`config.mk`:
```
export PLATFORM = sky130hd
export DESIGN_NAME = traffic_light_monitor
export DESIGN_NICKNAME = d
export VERILOG_FILES = /design/src/rtl/traffic_light_pkg.sv /design/src/rtl/light_phase_tracker.sv /design/src/rtl/traffic_light_monitor.sv
export SDC_FILE = /design/constraint.sdc
export NUM_CORES = 1
export LEC_CHECK = 0
export BUFFER_PORTS_ARGS = -buffer_cell sky130_fd_sc_hd__buf_2
export CORE_UTILIZATION = 50
export CTS_BUF_LIST = sky130_fd_sc_hd__clkbuf_16
export DETAILED_ROUTE_END_ITERATION = 16
export PLACE_DENSITY = 0.71
export RECOVER_POWER = 25
export SLEW_MARGIN = 20
export SYNTH_ARGS = -nofsm -noshare
export SYNTH_HDL_FRONTEND = slang
export SYNTH_SLANG_ARGS = --single-unit
```
`constraint.sdc`:
```
create_clock -name clk -period 3.2 [get_ports clk]
set_clock_uncertainty 0.2 [all_clocks]
set_input_delay 0.96 -clock clk [delete_from_list [all_inputs] [get_ports clk]]
set_output_delay 0.96 -clock clk [all_outputs]
set_load 0.1 [all_outputs]
```
`src/rtl/traffic_light_pkg.sv`:
```
// Shared types for the traffic light monitor: light codes, the per-direction
// tracker state, the debug view of both trackers and the cycle-counter width.
package traffic_light_pkg;

    typedef enum logic [1:0] {
        RED     = 2'b00,
        YELLOW  = 2'b01,
        GREEN   = 2'b10,
        INVALID = 2'b11
    } light_t;

    typedef enum logic [1:0] {
        TRK_SYNC   = 2'b00,
        TRK_RED    = 2'b01,
        TRK_GREEN  = 2'b10,
        TRK_YELLOW = 2'b11
    } track_state_t;

    typedef struct packed {
        track_state_t ns_state;
        track_state_t ew_state;
    } monitor_dbg_t;

    localparam int CYCLE_CNT_W = 16;

    // The only colour a phase may legally hand over to.
    function automatic light_t next_light(input light_t cur);
        case (cur)
            GREEN:   next_light = YELLOW;
            YELLOW:  next_light = RED;
            RED:     next_light = GREEN;
            default: next_light = INVALID;
        endcase
    endfunction

    // Tracker state that corresponds to a valid sampled colour.
    function automatic track_state_t state_of(input light_t cur);
        case (cur)
            RED:     state_of = TRK_RED;
            GREEN:   state_of = TRK_GREEN;
            YELLOW:  state_of = TRK_YELLOW;
            default: state_of = TRK_SYNC;
        endcase
    endfunction

endpackage

```
`src/rtl/light_phase_tracker.sv`:
```
// Follows one direction's light code: measures phase dwell, flags illegal
// colour changes and badly timed phases, and counts completed
// GREEN->YELLOW->RED sequences. Error pulses are registered on the edge
// that samples the offending code; err_next is the same information one
// step earlier so the top can fold it into the sticky flag on that edge.
module light_phase_tracker
    import traffic_light_pkg::*;
#(
    parameter int YELLOW_CYCLES = 2,
    parameter int MIN_GREEN     = 3,
    parameter int CNT_W         = 8
) (
    input  logic                   clk,
    input  logic                   reset_n,
    input  logic [1:0]             light,
    output logic                   seq_err,
    output logic                   tim_err,
    output logic                   err_next,
    output logic [CYCLE_CNT_W-1:0] cycles,
    output track_state_t           state
);

    light_t           prev;
    logic [CNT_W-1:0] dwell;
    logic             first_phase;
    logic             yellow_from_green;

    light_t code;
    logic   synced;
    logic   changed;
    logic   legal;
    logic   seq_d;
    logic   tim_d;
    logic   count_d;

    // Decode the sampled code against the outgoing phase.
    always_comb begin
        code    = light_t'(light);
        synced  = (state != TRK_SYNC);
        changed = 1'b0;
        legal   = 1'b0;
        seq_d   = 1'b0;
        tim_d   = 1'b0;
        count_d = 1'b0;
        if (code == INVALID) begin
            seq_d = 1'b1;
        end else if (synced && (code != prev)) begin
            changed = 1'b1;
            legal   = (code == next_light(prev));
            seq_d   = !legal;
            // Illegal changes report only the sequence error; the partial
            // phase seen right after sync is never timed.
            if (legal && !first_phase) begin
                if ((prev == YELLOW) && (dwell != CNT_W'(YELLOW_CYCLES)))
                    tim_d = 1'b1;
                if ((prev == GREEN) && (dwell < CNT_W'(MIN_GREEN)))
                    tim_d = 1'b1;
            end
            count_d = legal && (prev == YELLOW) && yellow_from_green;
        end
        err_next = seq_d | tim_d;
    end

    // Tracker FSM with its phase history, error pulses and cycle counter.
    always_ff @(posedge clk or negedge reset_n) begin
        if (!reset_n) begin
            state             <= TRK_SYNC;
            prev              <= RED;
            dwell             <= '0;
            first_phase       <= 1'b1;
            yellow_from_green <= 1'b0;
            seq_err           <= 1'b0;
            tim_err           <= 1'b0;
            cycles            <= '0;
        end else begin
            seq_err <= seq_d;
            tim_err <= tim_d;
            if (count_d && (cycles != '1))
                cycles <= cycles + CYCLE_CNT_W'(1);

            if (code == INVALID) begin
                state             <= TRK_SYNC;
                prev              <= RED;
                dwell             <= '0;
                first_phase       <= 1'b1;
                yellow_from_green <= 1'b0;
            end else if (!synced) begin
                state             <= state_of(code);
                prev              <= code;
                dwell             <= CNT_W'(1);
                first_phase       <= 1'b1;
                yellow_from_green <= 1'b0;
            end else if (changed) begin
                state             <= state_of(code);
                prev              <= code;
                dwell             <= CNT_W'(1);
                first_phase       <= 1'b0;
                yellow_from_green <= legal && (prev == GREEN);
            end else if (dwell != '1) begin
                dwell <= dwell + CNT_W'(1);
            end
        end
    end

endmodule

```
`src/rtl/traffic_light_monitor.sv`:
```
// Passive checker beside the traffic light controller. Two phase trackers
// handle sequence/timing/cycle counting per direction; this level adds the
// cross-direction conflict check and the sticky error flag. The dbg output
// shows both tracker states.
module traffic_light_monitor
    import traffic_light_pkg::*;
#(
    parameter int YELLOW_CYCLES = 2,
    parameter int MIN_GREEN     = 3,
    parameter int CNT_W         = 8
) (
    input  logic                   clk,
    input  logic                   reset_n,
    input  logic [1:0]             ns_light,
    input  logic [1:0]             ew_light,
    input  logic                   clear_err,
    output logic                   err_conflict,
    output logic                   err_sequence,
    output logic                   err_timing,
    output logic                   err_sticky,
    output logic [CYCLE_CNT_W-1:0] ns_cycles,
    output logic [CYCLE_CNT_W-1:0] ew_cycles,
    output monitor_dbg_t           dbg
);

    logic ns_seq, ns_tim, ns_next;
    logic ew_seq, ew_tim, ew_next;
    logic conflict_d;

    light_phase_tracker #(
        .YELLOW_CYCLES(YELLOW_CYCLES),
        .MIN_GREEN    (MIN_GREEN),
        .CNT_W        (CNT_W)
    ) u_ns (
        .clk     (clk),
        .reset_n (reset_n),
        .light   (ns_light),
        .seq_err (ns_seq),
        .tim_err (ns_tim),
        .err_next(ns_next),
        .cycles  (ns_cycles),
        .state   (dbg.ns_state)
    );

    light_phase_tracker #(
        .YELLOW_CYCLES(YELLOW_CYCLES),
        .MIN_GREEN    (MIN_GREEN),
        .CNT_W        (CNT_W)
    ) u_ew (
        .clk     (clk),
        .reset_n (reset_n),
        .light   (ew_light),
        .seq_err (ew_seq),
        .tim_err (ew_tim),
        .err_next(ew_next),
        .cycles  (ew_cycles),
        .state   (dbg.ew_state)
    );

    // Any non-RED pair conflicts, INVALID included, whether synced or not.
    assign conflict_d   = (light_t'(ns_light) != RED) && (light_t'(ew_light) != RED);
    assign err_sequence = ns_seq | ew_seq;
    assign err_timing   = ns_tim | ew_tim;

    // Register the conflict pulse; sticky takes new errors over a clear.
    always_ff @(posedge clk or negedge reset_n) begin
        if (!reset_n) begin
            err_conflict <= 1'b0;
            err_sticky   <= 1'b0;
        end else begin
            err_conflict <= conflict_d;
            err_sticky   <= conflict_d | ns_next | ew_next | (err_sticky & ~clear_err);
        end
    end

endmodule
```
# ---- Word level (Yosys, flattened, before mapping)
# Cells that the tools add are included.
dict set report totals {
  regBits 66
  inputBits 7
  output_inout_bits 40
  elab_cells 152
}
dict set report op_classes {
  addsub 4
  n_lt_le_gt_ge 2
  n_eq_ne 24
  muxes 66
  bitwise 9
  n_reduce_logical 29
}
# op count
set ops {}
lappend ops {{2-to-1 mux 8 bit} 8}
lappend ops {{2-to-1 mux 1 bit} 38}
lappend ops {{adder 16 x 1 -> 16 bit, second input constant} 2}
lappend ops {{2-to-1 mux 2 bit} 16}
lappend ops {{inequality test 16 bit, second input constant} 2}
lappend ops {{one-hot mux 2 bit (3 select lines)} 4}
lappend ops {{logical AND 1 bit} 17}
lappend ops {{adder 8 x 1 -> 8 bit, second input constant} 2}
lappend ops {{< comparator 8 x 2 -> 1 bit, second input constant} 2}
lappend ops {{inequality test 8 x 2 -> 1 bit, second input constant} 2}
lappend ops {{inequality test 8 bit, second input constant} 2}
lappend ops {{== test 2 bit, second input constant} 6}
lappend ops {{== test 2 x 1 -> 1 bit, second input constant} 4}
lappend ops {{zero test 2 bit} 4}
lappend ops {{inequality test 4 bit, second input constant} 2}
lappend ops {{nonzero test 2 bit} 4}
lappend ops {{bitwise OR 1 bit} 7}
lappend ops {{inequality test 3 bit, second input constant} 2}
lappend ops {{== test 2 bit} 2}
lappend ops {{zero test 1 bit} 4}
lappend ops {{inequality test 2 bit} 2}
lappend ops {{AND 1 bit} 1}
lappend ops {{inverter 1 bit} 1}

# ---- Depth between registers and ports, before layout
# Gate-level depths: netlist of the first run.
dict set report logic_depth {
  depth_word 13
  mapped_depth 9
  depth_no_buf 7
}

# ---- Hierarchy
# From an unflattened synthesis of the first run, not the netlist that was laid out.
dict set report hier_totals {
  hier_cells 331
  area_unflattened_um2 3430.8
}
# module n_inst cells_per_inst area_per_inst_um2 seq_area_each_um2
set by_module_without_submodules {}
lappend by_module_without_submodules {{light_phase_tracker at u_ew} 1 162 1685.4 802.0}
lappend by_module_without_submodules {{light_phase_tracker at u_ns} 1 162 1660.3 802.0}
lappend by_module_without_submodules {traffic_light_monitor 1 7 85.1 50.0}

# ---- Least setup slack after synthesis of the first run
# No wires, ideal clock.
dict set report synth_path {
  kind {input-to-reg}
  from {in ns_light[0]}
  to {reg u_ns.cycles[15]}
  setup_time_ns 0.126
  arrival_ns 2.581
  t_required_ns 2.874
  setup_slack_ns 0.293
  cell_stages 6
  n_path_buf 1
  cell_sequence {ha_1 -> nand2b_1 -> or4_1 -> buf_2 -> nor4_1 -> mux2_2}
}
dict set report synth_between {
  elab_chain_cells 6
  elab_cells_between_ends 9
  classes_between {eq/ne: 3; mux: 2; reduce/logical: 4}
}
# element line_no
set synth_lines {}
lappend synth_lines {{from (decl)} traffic_light_monitor.sv:14} ;# input logic [1:0] ns_light,
lappend synth_lines {{== test 2 bit} light_phase_tracker.sv:49} ;# legal = (code == next_light(prev));
lappend synth_lines {{logical AND 1 bit (2 in series)} light_phase_tracker.sv:59} ;# count_d = legal && (prev == YELLOW) && yellow_from_green;
lappend synth_lines {{2-to-1 mux 1 bit} light_phase_tracker.sv:47} ;# end else if (synced && (code != prev)) begin
lappend synth_lines {{2-to-1 mux 1 bit (*)} light_phase_tracker.sv:45} ;# if (code == INVALID) begin
lappend synth_lines {{logical AND 1 bit (*)} light_phase_tracker.sv:78} ;# if (count_d && (cycles != '1))
lappend synth_lines {{to (signal assigned)} light_phase_tracker.sv:79} ;# cycles <= cycles + CYCLE_CNT_W'(1);
lappend synth_lines {{to (decl)} light_phase_tracker.sv:19} ;# output logic [CYCLE_CNT_W-1:0] cycles,
# Every way passes the cells marked *; elsewhere a longest branch is shown, timed or not.
# A chain may end at the register's enable or synchronous reset.

# ---- Final worst setup path of the first run
dict set report layout_path {
  from {in ns_light[0]}
  to {reg u_ns.cycles[1]}
}
# Same word-level chain as after synthesis.

==> flow_metrics.py, run 1 <==
metrics = {
    "drt": {
        "drt_wl_total_um": 7230,
        "drcViolationCount": 0,
        "route.vias.total": 2724,
        "wl_per_cell_um": 14.1,
        "viasPerCell": 5.31,
        "drt-initial-drc-count": 130,
        "ant_nets": 0,
        "firstDrtPassIters": 4,
    },
    "logic_synthesis": {
        "synth_cell_types": 45,
        "yosys.area.top_type": "dfrtp_1",
        "synth_xor_area_share_pct": 9.93,
        "syn_avg_cell_area_um2": 10.1,
        "synth_area_leaders": "dfrtp_1, ha_1, xor2_1, nand2_1, nor2_1",
        "postSynthCellCount": 348,
        "synth.mux.area_fraction_pct": 1.91,
        "synth-seq-cells": 66,
        "synth_fp_nets": 377,
        "synth_top_family_by_area": "simple AND/OR/NAND/NOR gates",
        "synth_compound_area_share_pct": 6.88,
        "synthAdderAreaFrac_pct": 7.80,
        "ys_warn_count": 0,
        "netlist.area_leader.share_pct": 45.4,
        "synth-simple-area-share_pct": 23.8,
        "netlist_area_um2": 3530,
        "seq_area_frac_synth_pct": 46.9,
    },
    "global_routing": {
        "grt_max_degree": 67,
        "grt_pass1_vias": 2659,
        "grt_usage_pct": 21.2,
        "overflow": 0,
        "grt_pass1_wl_um": 12200,
        "antenna_found_initial": 0,
    },
    "worst_setup_path": {
        "endpoint_kind": "flop",
        "arrival_ns": 2.84,
        "cp.required_ns": 3.21,
        "r2r-end": "u_ns.cycles[1]$_DFFE_PN0P_",
        "rr_worst_depth": 8,
        "path_cells": "buf_2 -> ha_1 -> nand2b_1 -> or4_1 -> buf_4 -> nor2_1 -> mux2_2",
        "crit_type": "input pin to flop",
        "critPathSlowestCell": "or4_1",
        "worstSetupStartpointType": "input pin",
        "rrSetupSlack_ns": 0.41,
        "critPathMaxFanout": 7,
        "slowest_delay_ns": 0.60,
        "r2r_start": "u_ns.prev[0]$_DFFE_PN0P_",
    },
    "placement": {
        "place.detailed.hpwl_um": 5040,
        "gp_congestion": 0.850,
        "portBuffers": 46,
    },
    "worst_hold_path": {
        "hold_path_depth": 2,
        "hold_class": "flop to flop",
        "whs_endpoint": "u_ns.first_phase$_DFFE_PN1P_",
        "min_from": "u_ns.first_phase$_DFFE_PN1P_",
    },
    "timing": {
        "timing.final.crit_share_pct": 88.2,
        "fmax_ghz": 0.355,
        "worst_slew_pin_slew_ns": 1.60,
        "min_period_ns": 2.82,
        "finalHoldViolations": 0,
        "tns_ns": 0,
        "setup_viol": 0,
        "drv_slew": 67,
        "slew_headroom_pct": -6.46,
        "rsz0062_at_grt": "no",
    },
    "cts": {
        "cts_resized": 0,
        "postCtsHoldBufs": 0,
        "clock_sinks": 66,
        "root_buffer": "clkbuf_16",
        "path_clk_slew_ns": 0.06,
        "cts_tree": "done",
        "worstSkewPairLatency_ns": 0.34,
        "postCtsSetupBuffers": 0,
        "cts_max_path_buffers": 2,
        "cts-buffers-inserted": 9,
        "htreeDepth": 3,
    },
    "pwr": {
        "leakagePower_nw": 2.12,
        "p_clk_share_pct": 45.7,
        "internal-power_mw": 1.65,
        "p_seq_share_pct": 39.6,
        "ir_drop_mv": 0.361,
        "powerDensity_nw_per_um2": 536,
        "p_switching_mw": 0.636,
        "p_total_mw": 2.29,
        "p_comb_share_pct": 14.6,
        "switching_share_pct": 27.8,
    },
    "outcome": {
        "violations": "capacitance limit, slew limit",
        "status": "finished, violations left",
    },
    "die": {
        "initial_core_util_pct": 51.9,
        "die_area_um2": 7400,
        "die_x_um": 86.0,
        "fp-row-count": 30,
        "dieHeight_um": 86.0,
        "fp.coreArea_um2": 6790,
        "io_pins": 47,
    },
    "layout": {
        "nNetsFinal": 441,
        "area_delta_synth_final_pct": 20.8,
        "layout-drive-gt1-share_pct": 23.5,
        "antenna-diode-count": 0,
        "n_fill_cell": 549,
    },
    "flow_run": {
        "maxCapViolations": 1,
    },
}
==> layer usage <==
metal	GRT usage [%]	vias to the layer above	wire length, µm	part of all wire [%]
li1	-	1350	-	-
met1	26.2	1315	3260	45
met2	35.8	57	3660	51
met3	6.26	2	273	3.8
met4	6.82	0	36	0.50
met5	0	-	0	0
==> power groups by stage <==
| stage | sequential, mW | combinational, mW | clock, mW |
|---|---|---|---|
| 3_5_place_dp | 0.920 | 0.339 | 0 |
| 3_3_place_gp | 0.919 | 0.333 | 0 |
| 4_1_cts | 0.906 | 0.340 | 1.07 |
| 2_1_floorplan | 0.997 | 0.164 | 0 |
| 5_1_grt | 0.911 | 0.363 | 1.10 |
| 6_report | 0.906 | 0.335 | 1.05 |
==> cells in the final DEF (no fill, tap or decap), types with 2 or more instances in the layout <==
| master | count |
|---|---|
| and3_1 | 9 |
| dfstp_2 | 2 |
| xnor2_1 | 10 |
| or4_1 | 5 |
| buf_2 | 46 |
| clkinv_2 | 2 |
| nor2_1 | 30 |
| a31oi_1 | 5 |
| ha_1 | 22 |
| xor2_1 | 30 |
| clkbuf_16 | 9 |
| nand3_1 | 20 |
| inv_1 | 16 |
| nor3_1 | 14 |
| nand2_1 | 33 |
| clkinvlp_4 | 2 |
| a21oi_1 | 7 |
| bufinv_16 | 2 |
| nor4_2 | 6 |
| buf_4 | 13 |
| nor2b_1 | 3 |
| nor4b_1 | 2 |
| nor4_1 | 8 |
| or2_2 | 3 |
| nand4_1 | 10 |
| or3_1 | 4 |
| dfrtp_1 | 64 |
| a211oi_1 | 3 |
| o31ai_1 | 4 |
| nor3b_1 | 3 |
| mux2_2 | 6 |
| o21ai_0 | 6 |
==> cell usage after synthesis, drive strengths merged <==
cell type / number
a32o: 1
or4: 5
nor2: 30
a21oi: 8
a31oi: 5
nor2b: 3
o21ai: 7
o21bai: 1
dfstp: 2
and3: 9
nor4b: 2
nand2: 33
nand2b: 1
nor4: 14
nor3b: 3
buf: 4
nor3: 15
xor2: 30
o2111a: 1
mux2: 6
nand3: 20
or2: 4
nand3b: 1
a21boi: 1
ha: 22
o211ai: 1
o31ai: 4
nand4b: 1
nand4: 10
o21ba: 1
dfrtp: 64
clkbuf: 3
a21o: 1
xnor2: 10
a211oi: 3
or3: 5
o21a: 1
inv: 16
==> worst max-delay path by stage <==
stage / from / endpoint / slack, ns
6_report: ns_light[0] / u_ns.cycles[1]$_DFFE_PN0P_ / 0.38
5_1_grt: u_ns.prev[0]$_DFFE_PN0P_ / u_ns.cycles[1]$_DFFE_PN0P_ / 0.26
4_1_cts: u_ns.prev[0]$_DFFE_PN0P_ / u_ns.cycles[1]$_DFFE_PN0P_ / 0.37
3_5_place_dp: ns_light[0] / u_ns.cycles[1]$_DFFE_PN0P_ / 0.03
3_3_place_gp: ns_light[0] / u_ns.cycles[1]$_DFFE_PN0P_ / 0.09
2_1_floorplan: ns_light[0] / u_ns.cycles[15]$_DFFE_PN0P_ / 0.29
==> per-stage QoR <==
stage                     area (µm²)  instances  hold WS (ns)  setup WS (ns)  util, %
final                           4260        513         0.259          0.379     62.7
after global routing            4260        513         0.274          0.259     62.7
after CTS                       4280        513         0.259          0.366     63.0
after detailed placement        3960        497         0.252         0.0333     58.3
after floorplan                 3530        348         0.236          0.293        -
after global placement          3960        497         0.249         0.0920     58.3
==> state kept, by name, indices dropped and copies added (netlist names), 2 cells and up <==
signal,cells
u_ns.cycles,16
u_ew.prev,2
u_ns.dwell,8
u_ew.state,2
u_ew.cycles,16
u_ew.dwell,8
u_ns.state,2
u_ns.prev,2
==> kinds of logic after synthesis <==
kind of cell / Yosys count
compound gates: 35
buf+inv: 23
simple gates: 156
mux: 6
fa+ha+maj: 22
xor+xnor: 40
flops: 66
==> worst max-delay path, delay by kind of cell <==
family / cells / cell delay [ns]
adders and majority gates: 1 / 0.21
buffers and inverters: 2 / 0.35
muxes: 1 / 0.35
and+or+nand+nor: 3 / 0.95
==> cell type report <==
type                       count  area [µm²]  area share [%]
multi-input combinational    259        1780            41.7
clock inverter                 7        93.8            2.20
timing repair buffer          60         333            7.81
clock buffer                   9         225            5.28
tap                           96         120            2.82
sequential                    66        1650            38.8
inverter                      16        60.1            1.41
No activity file was read; power rests on OpenSTA's default activity.
==> run 2, diff against run 1 <==
--- a/config.mk
+++ b/config.mk
@@ -6,10 +6,11 @@
 export NUM_CORES = 1
 export LEC_CHECK = 0
 export BUFFER_PORTS_ARGS = -buffer_cell sky130_fd_sc_hd__buf_2
-export CORE_UTILIZATION = 50
+export CAP_MARGIN = 20
+export CORE_UTILIZATION = 40
 export CTS_BUF_LIST = sky130_fd_sc_hd__clkbuf_16
 export DETAILED_ROUTE_END_ITERATION = 16
-export PLACE_DENSITY = 0.71
+export PLACE_DENSITY = 0.58
 export RECOVER_POWER = 25
 export SLEW_MARGIN = 20
 export SYNTH_ARGS = -nofsm -noshare
==> flow_metrics.py, run 2 (same netlist as run 1, synthesis figures left out) <==
metrics = {
    "layout": {
        "top_regs": "u_ew.cycles x16, u_ns.cycles x16",
        "final_cell_mix": "dfrtp_1, buf_2, nand2_1, xor2_1, nor2_1",
        "antenna-diode-count": 0,
        "layout-drive-gt1-share_pct": 22.7,
        "final_area_um2": 4250,
        "final_common_cell": "dfrtp_1",
        "nNetsFinal": 439,
        "area_delta_synth_final_pct": 20.5,
    },
    "cts": {
        "postCtsSetupBuffers": 0,
        "postCtsHoldBufs": 0,
        "root_buffer": "clkbuf_16",
        "path_clk_slew_ns": 0.05,
        "cts-buffers-inserted": 9,
        "cts_tree": "done",
        "cts_resized": 0,
        "htreeDepth": 3,
        "cts_max_path_buffers": 2,
        "worstSkewPairLatency_ns": 0.32,
        "clock_sinks": 66,
    },
    "die": {
        "dieHeight_um": 95.9,
        "fp.coreArea_um2": 8380,
        "io_pins": 47,
        "die_area_um2": 9200,
        "initial_core_util_pct": 42.1,
        "die_x_um": 95.9,
        "fp-row-count": 33,
    },
    "drt": {
        "drcViolationCount": 0,
        "drt-initial-drc-count": 81,
        "wl_per_cell_um": 13.5,
        "drt_wl_total_um": 7030,
        "viasPerCell": 5.23,
        "route.vias.total": 2717,
        "firstDrtPassIters": 4,
        "ant_nets": 0,
    },
    "global_routing": {
        "antenna_found_initial": 0,
        "grt_usage_pct": 16.6,
        "grt_pass1_wl_um": 11700,
        "grt_pass1_vias": 2570,
        "grt_max_degree": 67,
        "overflow": 0,
    },
    "worst_setup_path": {
        "r2r_start": "u_ns.prev[0]$_DFFE_PN0P_",
        "slowest_delay_ns": 0.60,
        "critPathMaxFanout": 12,
        "critPathSlowestCell": "or4_1",
        "cp-startpoint": "ns_light[0]",
        "cp.required_ns": 3.24,
        "arrival_ns": 2.89,
        "path_cells": "buf_2 -> ha_1 -> nand2b_1 -> or4_1 -> buf_4 -> nor4b_1 -> xor2_1",
        "crit_type": "input pin to flop",
        "endpoint_kind": "flop",
        "worstSetupStartpointType": "input pin",
    },
    "timing": {
        "fmax_ghz": 0.350,
        "setup_viol": 0,
        "worst_slew_pin_slew_ns": 1.62,
        "setup_slack_ns": 0.345,
        "rsz0062_at_grt": "no",
        "tns_ns": 0,
        "whs_ns": 0.256,
        "slew_headroom_pct": -8.22,
        "min_period_ns": 2.85,
        "timing.final.crit_share_pct": 89.2,
        "finalHoldViolations": 0,
        "drv_slew": 67,
    },
    "outcome": {
        "violations": "capacitance limit, slew limit",
        "status": "finished, violations left",
    },
    "placement": {
        "gp_congestion": 0.810,
        "placed_area_um2": 3960,
        "place.detailed.hpwl_um": 5190,
        "dp_slack_ns": 0.0185,
        "portBuffers": 46,
    },
    "flow_run": {
        "maxCapViolations": 1,
    },
    "pwr": {
        "leakagePower_nw": 2.11,
        "powerDensity_nw_per_um2": 530,
        "ir_drop_mv": 0.291,
    },
    "worst_hold_path": {
        "min_from": "u_ew.first_phase$_DFFE_PN1P_",
        "hold_class": "flop to flop",
    },
}
==> run 2: cell types whose count changed in the layout (fill, tap and decap cells not counted), sizes merged <==
cell      previous run  this run
buf                 59        57
clkinvlp             2         1
inv                 16        17
==> run 2: per-stage QoR <==
stage               std cells  utilization (%)  power [mW]
global placement          504             47.2        1.26
finish                    520             50.7        2.25
floorplan                 348                -        1.16
detailed placement        504             47.2        1.26
global route              520             50.7        2.35
CTS                       520             50.9        2.29
==> run 2: layout make-up <==
cell class / instances / area (µm²)
Multi-Input combinational cell: 259 / 1780
Inverter: 16 / 60.1
Sequential cell: 66 / 1650
Tap cell: 105 / 131
Timing Repair Buffer: 58 / 318
Clock inverter: 7 / 85.1
Fill cell: 795 / 4130
Clock buffer: 9 / 225
==> run 2: per-layer routing <==
metal | routed length (µm) | global-route usage [%] | up-vias
met5 | 0 | 0 | -
met2 | 3420 | 28.1 | 46
met4 | 96 | 6.84 | 0
li1 | - | - | 1346
met1 | 3310 | 20.7 | 1319
met3 | 203 | 3.55 | 6
==> run 2: worst max-delay path: cells and delay by family <==
kind | cells | cell delay (ns)
and+or+nand+nor | 3 | 1.14
buffers and inverters | 2 | 0.38
adders and majority gates | 1 | 0.21
xor gates and xnor gates | 1 | 0.18
==> run 2: where the power goes <==
| group | switching, mW | internal (mW) | total (mW) |
|---|---|---|---|
| logic | 0.239 | 0.0933 | 0.333 |
| clock network | 0.341 | 0.673 | 1.01 |
| registers | 0.0302 | 0.876 | 0.906 |
==> run 2: final timing paths <==
path	to	slack, ns	depth (start not counted)
worst min register to register	u_ew.first_phase$_DFFE_PN1P_	0.26	2
worst min-delay path	u_ew.first_phase$_DFFE_PN1P_	0.26	2
worst max-delay path	u_ns.cycles[5]$_DFFE_PN0P_	0.35	7
worst max register to register	u_ns.cycles[5]$_DFFE_PN0P_	0.42	8
min in group asynchronous	u_ew.dwell[5]$_DFFE_PN0P_	0.95	2
max in group asynchronous	u_ew.state[1]$_DFFE_PN0P_	0.89	2
